**src/rtl/top_level_types.sv**
```systemverilog
// top_level_types: payload formats shared by the control unit, the loaders and Memory.
package top_level_types;

    // Request from a master to Memory.
    typedef struct packed {
        logic [31:0] addrIn;
        logic [31:0] dataIn;
        logic [3:0]  mask;
        logic        req;      // 1 = write, 0 = read
    } CUtoME_IF;

    // Response from Memory back to a master.
    typedef struct packed {
        logic [31:0] loadedData;
    } MEtoCU_IF;

endpackage

```
**src/rtl/mem_port_arbiter.sv**
```systemverilog
// mem_port_arbiter: shares one Memory request/response channel pair between
// requester 0 (CPU control unit) and requester 1 (loader/debug master).
// Whole transactions are serialised: accept one request, issue it to Memory,
// collect the single response, return it to the owner, then re-arbitrate.
// Optional feature macro: MEM_ARB_ROUND_ROBIN_EN selects round-robin grant;
// when it is undefined requester 0 has fixed priority.
module mem_port_arbiter
    import top_level_types::*;
(
    input  logic     clk,
    input  logic     rst,

    input  CUtoME_IF req0_port,
    input  logic     req0_port_notify,
    output logic     req0_port_sync,
    input  CUtoME_IF req1_port,
    input  logic     req1_port_notify,
    output logic     req1_port_sync,

    output MEtoCU_IF rsp0_port,
    output logic     rsp0_port_notify,
    input  logic     rsp0_port_sync,
    output MEtoCU_IF rsp1_port,
    output logic     rsp1_port_notify,
    input  logic     rsp1_port_sync,

    output CUtoME_IF CtlToMem_port,
    output logic     CtlToMem_port_notify,
    input  logic     CtlToMem_port_sync,

    input  MEtoCU_IF MemToCtl_port,
    input  logic     MemToCtl_port_notify,
    output logic     MemToCtl_port_sync,

    output logic     grant,
    output logic     busy
);

    localparam logic [2:0] ST_IDLE      = 3'd0;
    localparam logic [2:0] ST_ACCEPT    = 3'd1;
    localparam logic [2:0] ST_ISSUE     = 3'd2;
    localparam logic [2:0] ST_WAIT_RESP = 3'd3;
    localparam logic [2:0] ST_RETURN    = 3'd4;

    logic [2:0] state_q, state_d;
    logic       grant_q, grant_d;
    CUtoME_IF   req_buf_q, req_buf_d;
    MEtoCU_IF   rsp_buf_q, rsp_buf_d;
    MEtoCU_IF   rsp0_port_q, rsp0_port_d;
    MEtoCU_IF   rsp1_port_q, rsp1_port_d;

    // Owner chosen for the next transaction if arbitration happens this cycle
    logic       pick;
    // Request channel and response-ready of the current owner
    logic       owner_notify;
    CUtoME_IF   owner_payload;
    logic       owner_rsp_sync;

    // Select the winner among the requesters currently asserting notify
    always_comb begin
        pick = 1'b0;
        if (req0_port_notify && req1_port_notify) begin
`ifdef MEM_ARB_ROUND_ROBIN_EN
            // Contention: hand the channel to whoever did not own it last.
            pick = ~grant_q;
`else
            // Contention: requester 0 always wins.
            pick = 1'b0;
`endif
        end else if (req1_port_notify) begin
            pick = 1'b1;
        end
    end

    // Route the owner's channels so the FSM only looks at one side
    always_comb begin
        owner_notify   = grant_q ? req1_port_notify : req0_port_notify;
        owner_payload  = grant_q ? req1_port        : req0_port;
        owner_rsp_sync = grant_q ? rsp1_port_sync   : rsp0_port_sync;
    end

    // Transaction sequencing and payload capture
    always_comb begin
        state_d     = state_q;
        grant_d     = grant_q;
        req_buf_d   = req_buf_q;
        rsp_buf_d   = rsp_buf_q;
        rsp0_port_d = rsp0_port_q;
        rsp1_port_d = rsp1_port_q;
        case (state_q)
            ST_IDLE: begin
                if (req0_port_notify || req1_port_notify) begin
                    grant_d = pick;
                    state_d = ST_ACCEPT;
                end
            end
            ST_ACCEPT: begin
                // A requester that withdraws notify here simply keeps us waiting.
                if (owner_notify) begin
                    req_buf_d = owner_payload;
                    state_d   = ST_ISSUE;
                end
            end
            ST_ISSUE: begin
                if (CtlToMem_port_sync) begin
                    state_d = ST_WAIT_RESP;
                end
            end
            ST_WAIT_RESP: begin
                if (MemToCtl_port_notify) begin
                    rsp_buf_d = MemToCtl_port;
                    // Load only the owner's response register so the other
                    // requester's port keeps its last value.
                    if (grant_q) begin
                        rsp1_port_d = MemToCtl_port;
                    end else begin
                        rsp0_port_d = MemToCtl_port;
                    end
                    state_d = ST_RETURN;
                end
            end
            ST_RETURN: begin
                if (owner_rsp_sync) begin
                    state_d = ST_IDLE;
                end
            end
            default: begin
                state_d = ST_IDLE;
            end
        endcase
    end

    // State and payload registers; reset abandons any in-flight transaction
    always_ff @(posedge clk or posedge rst) begin
        if (rst) begin
            state_q     <= ST_IDLE;
            grant_q     <= 1'b1;
            req_buf_q   <= '0;
            rsp_buf_q   <= '0;
            rsp0_port_q <= '0;
            rsp1_port_q <= '0;
        end else begin
            state_q     <= state_d;
            grant_q     <= grant_d;
            req_buf_q   <= req_buf_d;
            rsp_buf_q   <= rsp_buf_d;
            rsp0_port_q <= rsp0_port_d;
            rsp1_port_q <= rsp1_port_d;
        end
    end

    // Handshake outputs decoded from state and owner only, never from inputs
    always_comb begin
        req0_port_sync       = (state_q == ST_ACCEPT)    && !grant_q;
        req1_port_sync       = (state_q == ST_ACCEPT)    &&  grant_q;
        CtlToMem_port_notify = (state_q == ST_ISSUE);
        MemToCtl_port_sync   = (state_q == ST_WAIT_RESP);
        rsp0_port_notify     = (state_q == ST_RETURN)    && !grant_q;
        rsp1_port_notify     = (state_q == ST_RETURN)    &&  grant_q;
        busy                 = (state_q != ST_IDLE);
        grant                = grant_q;
        CtlToMem_port        = req_buf_q;
        rsp0_port            = rsp0_port_q;
        rsp1_port            = rsp1_port_q;
    end

endmodule

```
**config.mk**
```make
export PLATFORM = sky130hd
export DESIGN_NAME = mem_port_arbiter
export DESIGN_NICKNAME = d
export VERILOG_FILES = /design/src/rtl/top_level_types.sv /design/src/rtl/mem_port_arbiter.sv
export SDC_FILE = /design/constraint.sdc
export NUM_CORES = 1
export LEC_CHECK = 0
export ABC_CLOCK_PERIOD_IN_PS = 13100
export BUFFER_PORTS_ARGS = -buffer_cell sky130_fd_sc_hd__buf_2
export CAP_MARGIN = 40
export CORE_MARGIN = 2
export CORE_UTILIZATION = 30
export CTS_CLUSTER_DIAMETER = 50
export DETAILED_ROUTE_END_ITERATION = 8
export GPL_ROUTABILITY_DRIVEN = 0
export HOLD_SLACK_MARGIN = 0.12
export PLACE_DENSITY = 0.56
export REMOVE_ABC_BUFFERS = 1
export SYNTH_ARGS = -nofsm -noshare
export SYNTH_HDL_FRONTEND = slang
export SYNTH_SLANG_ARGS = --single-unit
```
**constraint.sdc**
```tcl
create_clock -name clk -period 13.1 [get_ports clk]
set_input_delay 2.62 -clock clk [delete_from_list [all_inputs] [get_ports clk]]
set_output_delay 2.62 -clock clk [all_outputs]
set_load 0.01 [all_outputs]
```
==> results.sh, run 1 <==
export IMPL_drt_total_wl_um=15500
export IMPL_cts_hold_buffers=0
export IMPL_slew_headroom_pct=46.87
export IMPL_endpoint="req1_port_sync"
export IMPL_met2_length_um=6971
export IMPL_ioPinCount=319
export IMPL_synth_edf_count=0
export IMPL_wl_met1_um=7175
export IMPL_fmax_ghz=0.2373
export IMPL_max_vdd_ir_drop_v=0.00007222
export IMPL_post_place_ws_ps=8510
export IMPL_timing_setup_tns_ps=0
export IMPL_slowest_stage="dfstp_4"
export IMPL_core_um2=19530
export IMPL_rows=51
export IMPL_pwr_share_comb_pct=40.5
export IMPL_synthFlopType="dfrtp_1"
export IMPL_cts_resized=0
export IMPL_p_sw_uw=745.9
export IMPL_leakage_uw=0.004498
export IMPL_layout_min_cycle_time_ps=4213
export IMPL_r2r_slack_ps=10390
export IMPL_wl_met3_um=1104
export IMPL_max_slew_worst_pin_slew_ps=797.0
export IMPL_firstDrtPassIters=4
export IMPL_rsz0062_at_grt="no"
export IMPL_cts_root_buf="clkbuf_16"
export IMPL_p_int_uw=1309
export IMPL_powerDensity_nw_per_um2=245.6
export IMPL_ys_seq_elements=137
export IMPL_setup_slack_ps=8887
export IMPL_fin_worst_skew_ps=10.61
export IMPL_dpl_cell_area_um2=7790
export IMPL_wl_per_cell_um=14.58
export IMPL_status="complete, no violations"
export IMPL_p_total_uw=2055
export IMPL_antenna_found_initial=0
export IMPL_via_per_inst=4.341
export IMPL_cts_setup_buffers=0
export IMPL_drt_iter0_markers=107
export IMPL_fin_crit_sh_pct=32.16
export IMPL_cp_cell_sequence="and3_1 > buf_2"
export IMPL_clock_sinks=137
export IMPL_ant_nets=0
export IMPL_worstPathMaxFanout=22
export IMPL_final_common_cell="buf_2"
export IMPL_syn_inst=473
export IMPL_grt_pass1_vias=4487
export IMPL_cts_buffers=17
export IMPL_areaGrowthSynthToFinish_pct=39.71
export IMPL_drc_errors=0
export IMPL_highest_layer="met4"
export IMPL_drive_gt1_share_pct=53.26
export IMPL_slowest_delay_ps=840
export IMPL_end_kind="output port"
export IMPL_cts_tree="done"
export IMPL_die_w_um=145.3
export IMPL_critPathKind="reg2out"
export IMPL_yosys_warnings=0
export IMPL_grt_usage_pct=15.08
export IMPL_rr_endpoint="CtlToMem_port[19]"
export IMPL_synth_largest_area_cell="dfrtp_1"
export IMPL_timing_critical_path_from_type="flop"
export IMPL_setup_viol=0
export IMPL_required_ps=10480
export IMPL_min_path_type="reg2reg"
export IMPL_yosysSeqAreaShare_pct=57.26
export IMPL_grt_max_degree=85
export IMPL_worstReg2RegStart="grant"
export IMPL_place_port_buffers=318
export IMPL_ys_async_sr_fraction_pct=100.0
export IMPL_num_antenna_cells=0
export IMPL_die_h_um=145.3
export IMPL_synth_cell_types=29
export IMPL_netlist_top_cells_area="dfrtp_1 (57%), mux2i_1 (12%), mux2_4 (7.5%), mux2_2 (6.2%), o21ai_0 (5.6%)"
export IMPL_start_util_pct=30.67
export IMPL_crit_start="grant"
export IMPL_report_final_slew_viol_count=0
export IMPL_rr_worst_depth=5
export IMPL_cts_buffer_depth=2
export IMPL_final_util_pct=42.86
export IMPL_nets=963
export IMPL_final_area_um2=8368
export IMPL_clk_pin_slew_ps=60
export IMPL_max_cap_violations=0
export IMPL_hpwl_um=11500
export IMPL_fp_dieArea_um2=21110
export IMPL_clockPowerShare_pct=23.0
export IMPL_netlist_area_um2=5989
export IMPL_layout_common_cells="buf_2 (318), dfrtp_1 (136), nand2_1 (73)"
export IMPL_clkLatencyLatePin_ps=420
export IMPL_synth_avg_cell_area_um2=12.66
export IMPL_cts_max_level=4
export IMPL_seqPwrFrac_pct=36.5
export IMPL_swShare_pct=36.29
export IMPL_arrival_ps=1590
export IMPL_via_count=4614
export IMPL_overflow=0
export IMPL_grt_pass1_wl_um=24900
export IMPL_hold_viol=0
export IMPL_synth_top_area_share_pct=56.82
synth_stat cells (all sizes together) (2+ instances only):
cell type / n
a21oi: 2
and3: 2
buf: 25
clkbuf: 6
dfrtp: 136
inv: 2
mux2: 65
mux2i: 72
nand2: 73
nand3: 5
nor2: 6
nor2b: 2
nor3: 3
o21ai: 69
how the worst min path moves through the flow:
| stage | startpoint | slack, ps | end | depth (start not counted) |
|---|---|---|---|---|
| 6_report | CtlToMem_port[6] | 470 | CtlToMem_port[6] | 2 |
| 5_1_grt | rsp0_port[25] | 490 | rsp0_port[25] | 1 |
| 4_1_cts | CtlToMem_port[51] | 480 | CtlToMem_port[51] | 2 |
| 3_5_place_dp | CtlToMem_port[51] | 460 | CtlToMem_port[51] | 2 |
| 3_3_place_gp | CtlToMem_port[28] | 460 | CtlToMem_port[28] | 2 |
| 2_1_floorplan | CtlToMem_port[0] | 520 | CtlToMem_port[0] | 2 |
routing by layer:
metal | track usage [%] | vias to the layer above
li1 | - | 2275
met1 | 20.44 | 2094
met2 | 22.75 | 228
met3 | 4.403 | 17
met4 | 5.931 | 0
met5 | 0 | -
flip-flops by register name, summed over array words and instances (netlist names):
register	flops
state_q	3
grant	1
rsp0_port	32
CtlToMem_port	69
rsp1_port	32
power groups by stage:
stage | Clock [uW] | Combinational [uW] | Sequential (uW)
finish | 473 | 832 | 749
CTS | 489 | 849 | 753
detailed placement | 0 | 849 | 757
global route | 509 | 913 | 781
floorplan | 0 | 378 | 880
global placement | 0 | 829 | 756
kinds of logic after synthesis:
family          after synthesis  synth area share [%]
flops                       137                 57.26
mux                         137                 26.13
compound gates               72                 6.079
buf+inv                      33                 3.614
xor+xnor                      1                0.1463
simple gates                 93                 6.768
worst max-delay path, delay by kind of cell (launching register included):
| kind | cells | cell delay (ps) |
|---|---|---|
| buf+inv | 1 | 130 |
| flops | 1 | 840 |
| simple gates | 1 | 210 |
cell type report:
cell class	instances	area, um^2
Sequential cell	137	3433
Tap cell	265	331.6
Multi-Input combinational cell	303	2344
Fill cell	1891	11160
Inverter	2	12.51
Timing Repair Buffer	324	1669
Clock inverter	15	152.6
Clock buffer	17	425.4
stage by stage:
stage	std cells	hold WS, ps
floorplan	442	516.2
global placement	1029	457.4
detailed placement	1031	464.7
CTS	1063	478.1
global route	1063	492.5
finish	1063	471.0
No activity file was read; power rests on OpenSTA's default activity.
==> run 2: changes to the inputs <==
ABC_AREA = 1   (was unset)
ABC_CLOCK_PERIOD_IN_PS = 4000   (was 13100)
clock period = 4 ns   (was 13.1 ns; I/O delays follow)
==> run 2 against run 1 <==
Against the previous run: first-iteration DRC count rose by 48%; cell count up 31%; register-to-register slack worse by 8600 ps; synthesized cell count rose by 70%; die area grew 4.1%; clock power grew to 3.5 times the previous value; flip-flop and latch count stayed put; routed wire length is 14% higher; highest routed layer unchanged.
==> results.sh, run 2 <==
export IMPL_arrival_ps=1720
export IMPL_cts_max_level=4
export IMPL_largest_reg_flops=69
export IMPL_final_util_pct=42.48
export IMPL_end_kind="output port"
export IMPL_firstDrtPassIters=7
export IMPL_synth_edf_count=0
export IMPL_synth_top_area_share_pct=54.51
export IMPL_ioPinCount=319
export IMPL_synth_largest_area_cell="dfrtp_1"
export IMPL_clockPowerShare_pct=24.3
export IMPL_netlist_top_cells_area="dfrtp_1 (55%), nand2_1 (22%), o21ai_1 (7.1%), inv_1 (6.7%), o21ai_0 (3.7%)"
export IMPL_synthTopCellsByCount="nand2_1 (359), dfrtp_1 (136), inv_1 (112), o21ai_1 (88), o21ai_0 (46)"
export IMPL_seqPwrFrac_pct=34.9
export IMPL_final_common_cell="nand2_1"
export IMPL_core_um2=20300
export IMPL_via_per_inst=4.229
export IMPL_swShare_pct=39.91
export IMPL_via_count=5870
export IMPL_yosysSeqAreaShare_pct=54.93
export IMPL_nets=1283
export IMPL_r2r_slack_ps=1760
export IMPL_synth_cell_types=21
export IMPL_clock_sinks=137
export IMPL_synthFlopType="dfrtp_1"
export IMPL_timing_critical_path_from_type="flop"
export IMPL_grt_usage_pct=16.34
export IMPL_overflow=0
export IMPL_drt_total_wl_um=17740
export IMPL_grt_max_degree=85
export IMPL_rows=52
export IMPL_grt_pass1_wl_um=28480
export IMPL_clkLatencyLatePin_ps=410
export IMPL_fp_dieArea_um2=21980
export IMPL_final_area_um2=8623
export IMPL_cts_buffers=17
export IMPL_place_port_buffers=318
export IMPL_layout_min_cycle_time_ps=2516
export IMPL_status="complete, no violations"
export IMPL_synth_most_common_cell="nand2_1"
export IMPL_die_w_um=148.3
export IMPL_multi_input_area_um2=2155
export IMPL_ys_seq_elements=137
export IMPL_cts_buffer_depth=2
export IMPL_p_sw_uw=2714
export IMPL_areaGrowthSynthToFinish_pct=38.12
export IMPL_p_total_uw=6800
export IMPL_syn_inst=805
export IMPL_hpwl_um=13070
export IMPL_report_final_slew_viol_count=0
export IMPL_setup_slack_ps=1484
export IMPL_drt_iter0_markers=158
export IMPL_fin_worst_skew_ps=8.521
export IMPL_start_util_pct=30.76
export IMPL_drc_errors=0
export IMPL_layout_common_cells="nand2_1 (359), buf_2 (318), dfrtp_1 (136)"
export IMPL_regArea_um2=3430
export IMPL_cts_hold_buffers=0
export IMPL_leakage_uw=0.004988
export IMPL_cts_root_buf="clkbuf_16"
export IMPL_fin_crit_sh_pct=62.90
export IMPL_max_vdd_ir_drop_v=0.0002552
export IMPL_cts_resized=0
export IMPL_powerDensity_nw_per_um2=788.6
export IMPL_num_antenna_cells=0
export IMPL_antenna_found_initial=0
export IMPL_cts_tree="done"
export IMPL_hold_worst_slack_ps=448.9
export IMPL_required_ps=3200
export IMPL_drive_gt1_share_pct=32.65
export IMPL_post_place_ws_ps=1665
export IMPL_setup_viol=0
export IMPL_ant_nets=0
export IMPL_fillCellCount=2155
export IMPL_grt_pass1_vias=5608
export IMPL_pwr_share_comb_pct=40.8
export IMPL_wl_per_cell_um=12.78
export IMPL_ys_async_sr_fraction_pct=100.0
export IMPL_cts_setup_buffers=0
export IMPL_dpl_cell_area_um2=7996
export IMPL_min_path_type="in2async"
export IMPL_yosys_warnings=0
export IMPL_die_h_um=148.3
export IMPL_netlist_area_um2=6243
export IMPL_rsz0062_at_grt="no"
export IMPL_max_cap_violations=0
export IMPL_slew_headroom_pct=50.69
export IMPL_p_int_uw=4086
export IMPL_fmax_ghz=0.3975
export IMPL_max_slew_worst_pin_slew_ps=739.6
export IMPL_critPathKind="reg2out"
export IMPL_worstPathMaxFanout=31
export IMPL_synth_avg_cell_area_um2=7.756
export IMPL_hold_viol=0
export IMPL_clk_pin_slew_ps=60
[run 2: cell count changes after synthesis, moves of 14 or more]
cell	before	now
mux2_4	30	0
o21ai_0	67	46
inv_1	2	112
mux2i_1	72	0
buf_2	14	28
nand2_1	73	359
mux2_2	33	0
o21ai_1	2	88
[run 2: critical path: stages (launching register included)]
cell,delay (ps)
dfstp_2,570
buf_4,310
inv_2,150
nor2_1,130
buf_2,140
[run 2: power by group through the flow]
stage	Sequential (uW)	Combinational, uW	Clock, uW
after global placement	2380	2810	0
after CTS	2380	2840	1710
final	2370	2770	1650
after global routing	2460	3180	1770
after detailed placement	2380	2840	0
after floorplan	2750	1240	0
[run 2: final cells by class]
type	instances	share of cell area [%]
sequential	137	39.77
tap	270	3.918
multi-input combinational	513	24.99
inverter	112	4.933
clock buffer	18	5.093
timing repair buffer	324	19.12
clock inverter	14	2.176
[run 2: path summary, 6_finish.rpt]
kind                          startpoint               end  cells after the start
max in group asynchronous            rst             grant                      3
min reg2reg                rsp1_port[20]     rsp1_port[20]                      2
min in group clk           rsp1_port[20]     rsp1_port[20]                      2
max reg2reg                        grant  CtlToMem_port[4]                      6
min                                  rst      rsp0_port[8]                      2
max                                grant    req1_port_sync                      4
[run 2: cell families (layout without fill, tap and decap cells)]
logic type / count (synthesis) / count (layout) / synth area share [%]
and+or+nand+nor: 376 / 376 / 23.31
DFF: 137 / 137 / 54.93
buffers and inverters: 155 / 468 / 10.56
AOI/OAI and AO/OA: 137 / 137 / 11.20
[run 2: through the flow]
step                std cells  setup TNS (ps)
floorplan                 762          -75000
detailed placement       1356               0
CTS                      1388               0
global placement         1356               0
finish                   1388               0
global route             1388               0
[run 2: metal layers]
layer | global-route usage (%) | up-vias | routed length [um]
met2 | 26.50 | 230 | 8089
met4 | 4.714 | 0 | 158
li1 | - | 3038 | -
met1 | 21.45 | 2592 | 8061
met3 | 4.571 | 10 | 1430
met5 | 0 | - | 0
==> run 3: changes to the inputs <==
ABC_AREA = 0   (was 1)
ABC_CLOCK_PERIOD_IN_PS = 2300   (was 4000)
PLACE_DENSITY = 0.58   (was 0.56)
clock period = 2.3 ns   (was 4 ns; I/O delays follow)
==> run 3 against run 2 <==
Against the previous run: cell count fell by 23%; sequential power rose by 78%; flip-flop and latch count stayed put; clock power increased by 57%; power is 71% higher; register-to-register slack lost 1300 ps; first-iteration DRC count is 11% lower; combinational power rose by 74%; via count shrank 21%; critical path type unchanged.
==> results.sh, run 3 (synthesized netlist as in run 1, its figures left out) <==
export IMPL_cts_max_level=4
export IMPL_start_util_pct=30.67
export IMPL_min_path_type="in2async"
export IMPL_fp_dieArea_um2=21110
export IMPL_grt_pass1_wl_um=25850
export IMPL_layout_min_cycle_time_ps=2101
export IMPL_r2r_slack_ps=430
export IMPL_leakage_uw=0.004531
export IMPL_final_common_cell="buf_2"
export IMPL_clk_pin_slew_ps=70
export IMPL_max_vdd_ir_drop_v=0.0004642
export IMPL_p_total_uw=11630
export IMPL_setup_viol=0
export IMPL_rsz0062_at_grt="no"
export IMPL_areaGrowthSynthToFinish_pct=40.92
export IMPL_drc_errors=0
export IMPL_rr_worst_depth=4
export IMPL_slew_headroom_pct=62.08
export IMPL_clock_sinks=137
export IMPL_grt_usage_pct=15.52
export IMPL_clockPowerShare_pct=22.3
export IMPL_ant_nets=0
export IMPL_via_count=4662
export IMPL_critPathKind="reg2out"
export IMPL_fmax_ghz=0.4760
export IMPL_largest_reg_flops=69
export IMPL_hpwl_um=12050
export IMPL_swShare_pct=36.54
export IMPL_grt_max_degree=119
export IMPL_p_sw_uw=4251
export IMPL_cts_buffers=17
export IMPL_cts_buffer_depth=2
export IMPL_core_um2=19530
export IMPL_status="complete, no violations"
export IMPL_hold_worst_slack_ps=107.4
export IMPL_cts_setup_buffers=0
export IMPL_drt_total_wl_um=15950
export IMPL_fillCellCount=1898
export IMPL_wl_per_cell_um=14.90
export IMPL_timing_critical_path_from_type="flop"
export IMPL_max_slew_worst_pin_slew_ps=568.8
export IMPL_num_antenna_cells=0
export IMPL_seqPwrFrac_pct=36.2
export IMPL_cts_resized=0
export IMPL_end_kind="output port"
export IMPL_ioPinCount=319
export IMPL_max_cap_violations=0
export IMPL_place_port_buffers=318
export IMPL_drt_iter0_markers=140
export IMPL_layout_common_cells="buf_2 (318), dfrtp_1 (136), nand2_1 (73)"
export IMPL_grt_pass1_vias=4746
export IMPL_cts_tree="done"
export IMPL_fin_worst_skew_ps=6.425
export IMPL_firstDrtPassIters=4
export IMPL_pwr_share_comb_pct=41.5
export IMPL_final_area_um2=8441
export IMPL_final_util_pct=43.23
export IMPL_nets=970
export IMPL_drive_gt1_share_pct=53.66
export IMPL_die_w_um=145.3
export IMPL_cts_hold_buffers=0
export IMPL_required_ps=1840
export IMPL_report_final_slew_viol_count=0
export IMPL_via_per_inst=4.357
export IMPL_rows=51
export IMPL_worstPathMaxFanout=32
export IMPL_antenna_found_initial=0
export IMPL_hold_viol=0
export IMPL_p_int_uw=7383
export IMPL_dpl_cell_area_um2=7885
export IMPL_powerDensity_nw_per_um2=1378
export IMPL_arrival_ps=1640
export IMPL_fin_crit_sh_pct=91.34
export IMPL_clkLatencyLatePin_ps=410
export IMPL_die_h_um=145.3
export IMPL_overflow=0
export IMPL_timing_setup_tns_ps=0
export IMPL_cts_root_buf="clkbuf_16"
==> run 3: metrics by stage <==
| step | std cells | worst slack (ps) |
|---|---|---|
| floorplan | 442 | -2568 |
| global placement | 1038 | 480.2 |
| detailed placement | 1038 | 437.1 |
| CTS | 1070 | 151.2 |
| global route | 1070 | 119.2 |
| finish | 1070 | 199.2 |
==> run 3: path summary, 6_finish.rpt <==
| check | from | endpoint |
|---|---|---|
| setup / recovery | grant | req1_port_sync |
| hold / removal | rst | CtlToMem_port[46] |
| setup reg to reg | grant | CtlToMem_port[27] |
| hold reg to reg | CtlToMem_port[62] | CtlToMem_port[62] |
| max in group asynchronous | rst | rsp1_port[23] |
| min in group clk | req0_port_notify | grant |
==> run 3: area by class of cell <==
class | count | area (um^2) | area share (%)
repair buffers | 331 | 1764 | 20.90
clock buffers | 17 | 425.4 | 5.040
flip-flops and latches | 137 | 3433 | 40.68
multi-input cells | 303 | 2344 | 27.76
well taps | 265 | 331.6 | 3.928
inverters | 2 | 12.51 | 0.1482
clock inverters | 15 | 130.1 | 1.542
==> run 3: layer usage <==
metal | part of all wire, % | track usage [%] | wire length, um | up-vias
met3 | 8.0 | 5.000 | 1277 | 15
li1 | - | - | - | 2281
met2 | 46 | 24.53 | 7279 | 231
met5 | 0 | 0 | 0 | -
met1 | 45 | 20.12 | 7176 | 2135
met4 | 1.3 | 5.196 | 212 | 0
==> run 3: worst max-delay path: stages, from the launching register on <==
cell and delay (ps):
dfstp_4 690, buf_12 230, and3_1 180, buf_2 120
==> run 3: power by group through the flow <==
| stage | Sequential (uW) | Clock [uW] | Combinational, uW |
|---|---|---|---|
| after detailed placement | 4240 | 0 | 4920 |
| after global routing | 4370 | 2800 | 5310 |
| final | 4210 | 2590 | 4830 |
| after CTS | 4220 | 2690 | 4920 |
| after global placement | 4240 | 0 | 4850 |
| after floorplan | 5010 | 0 | 2160 |
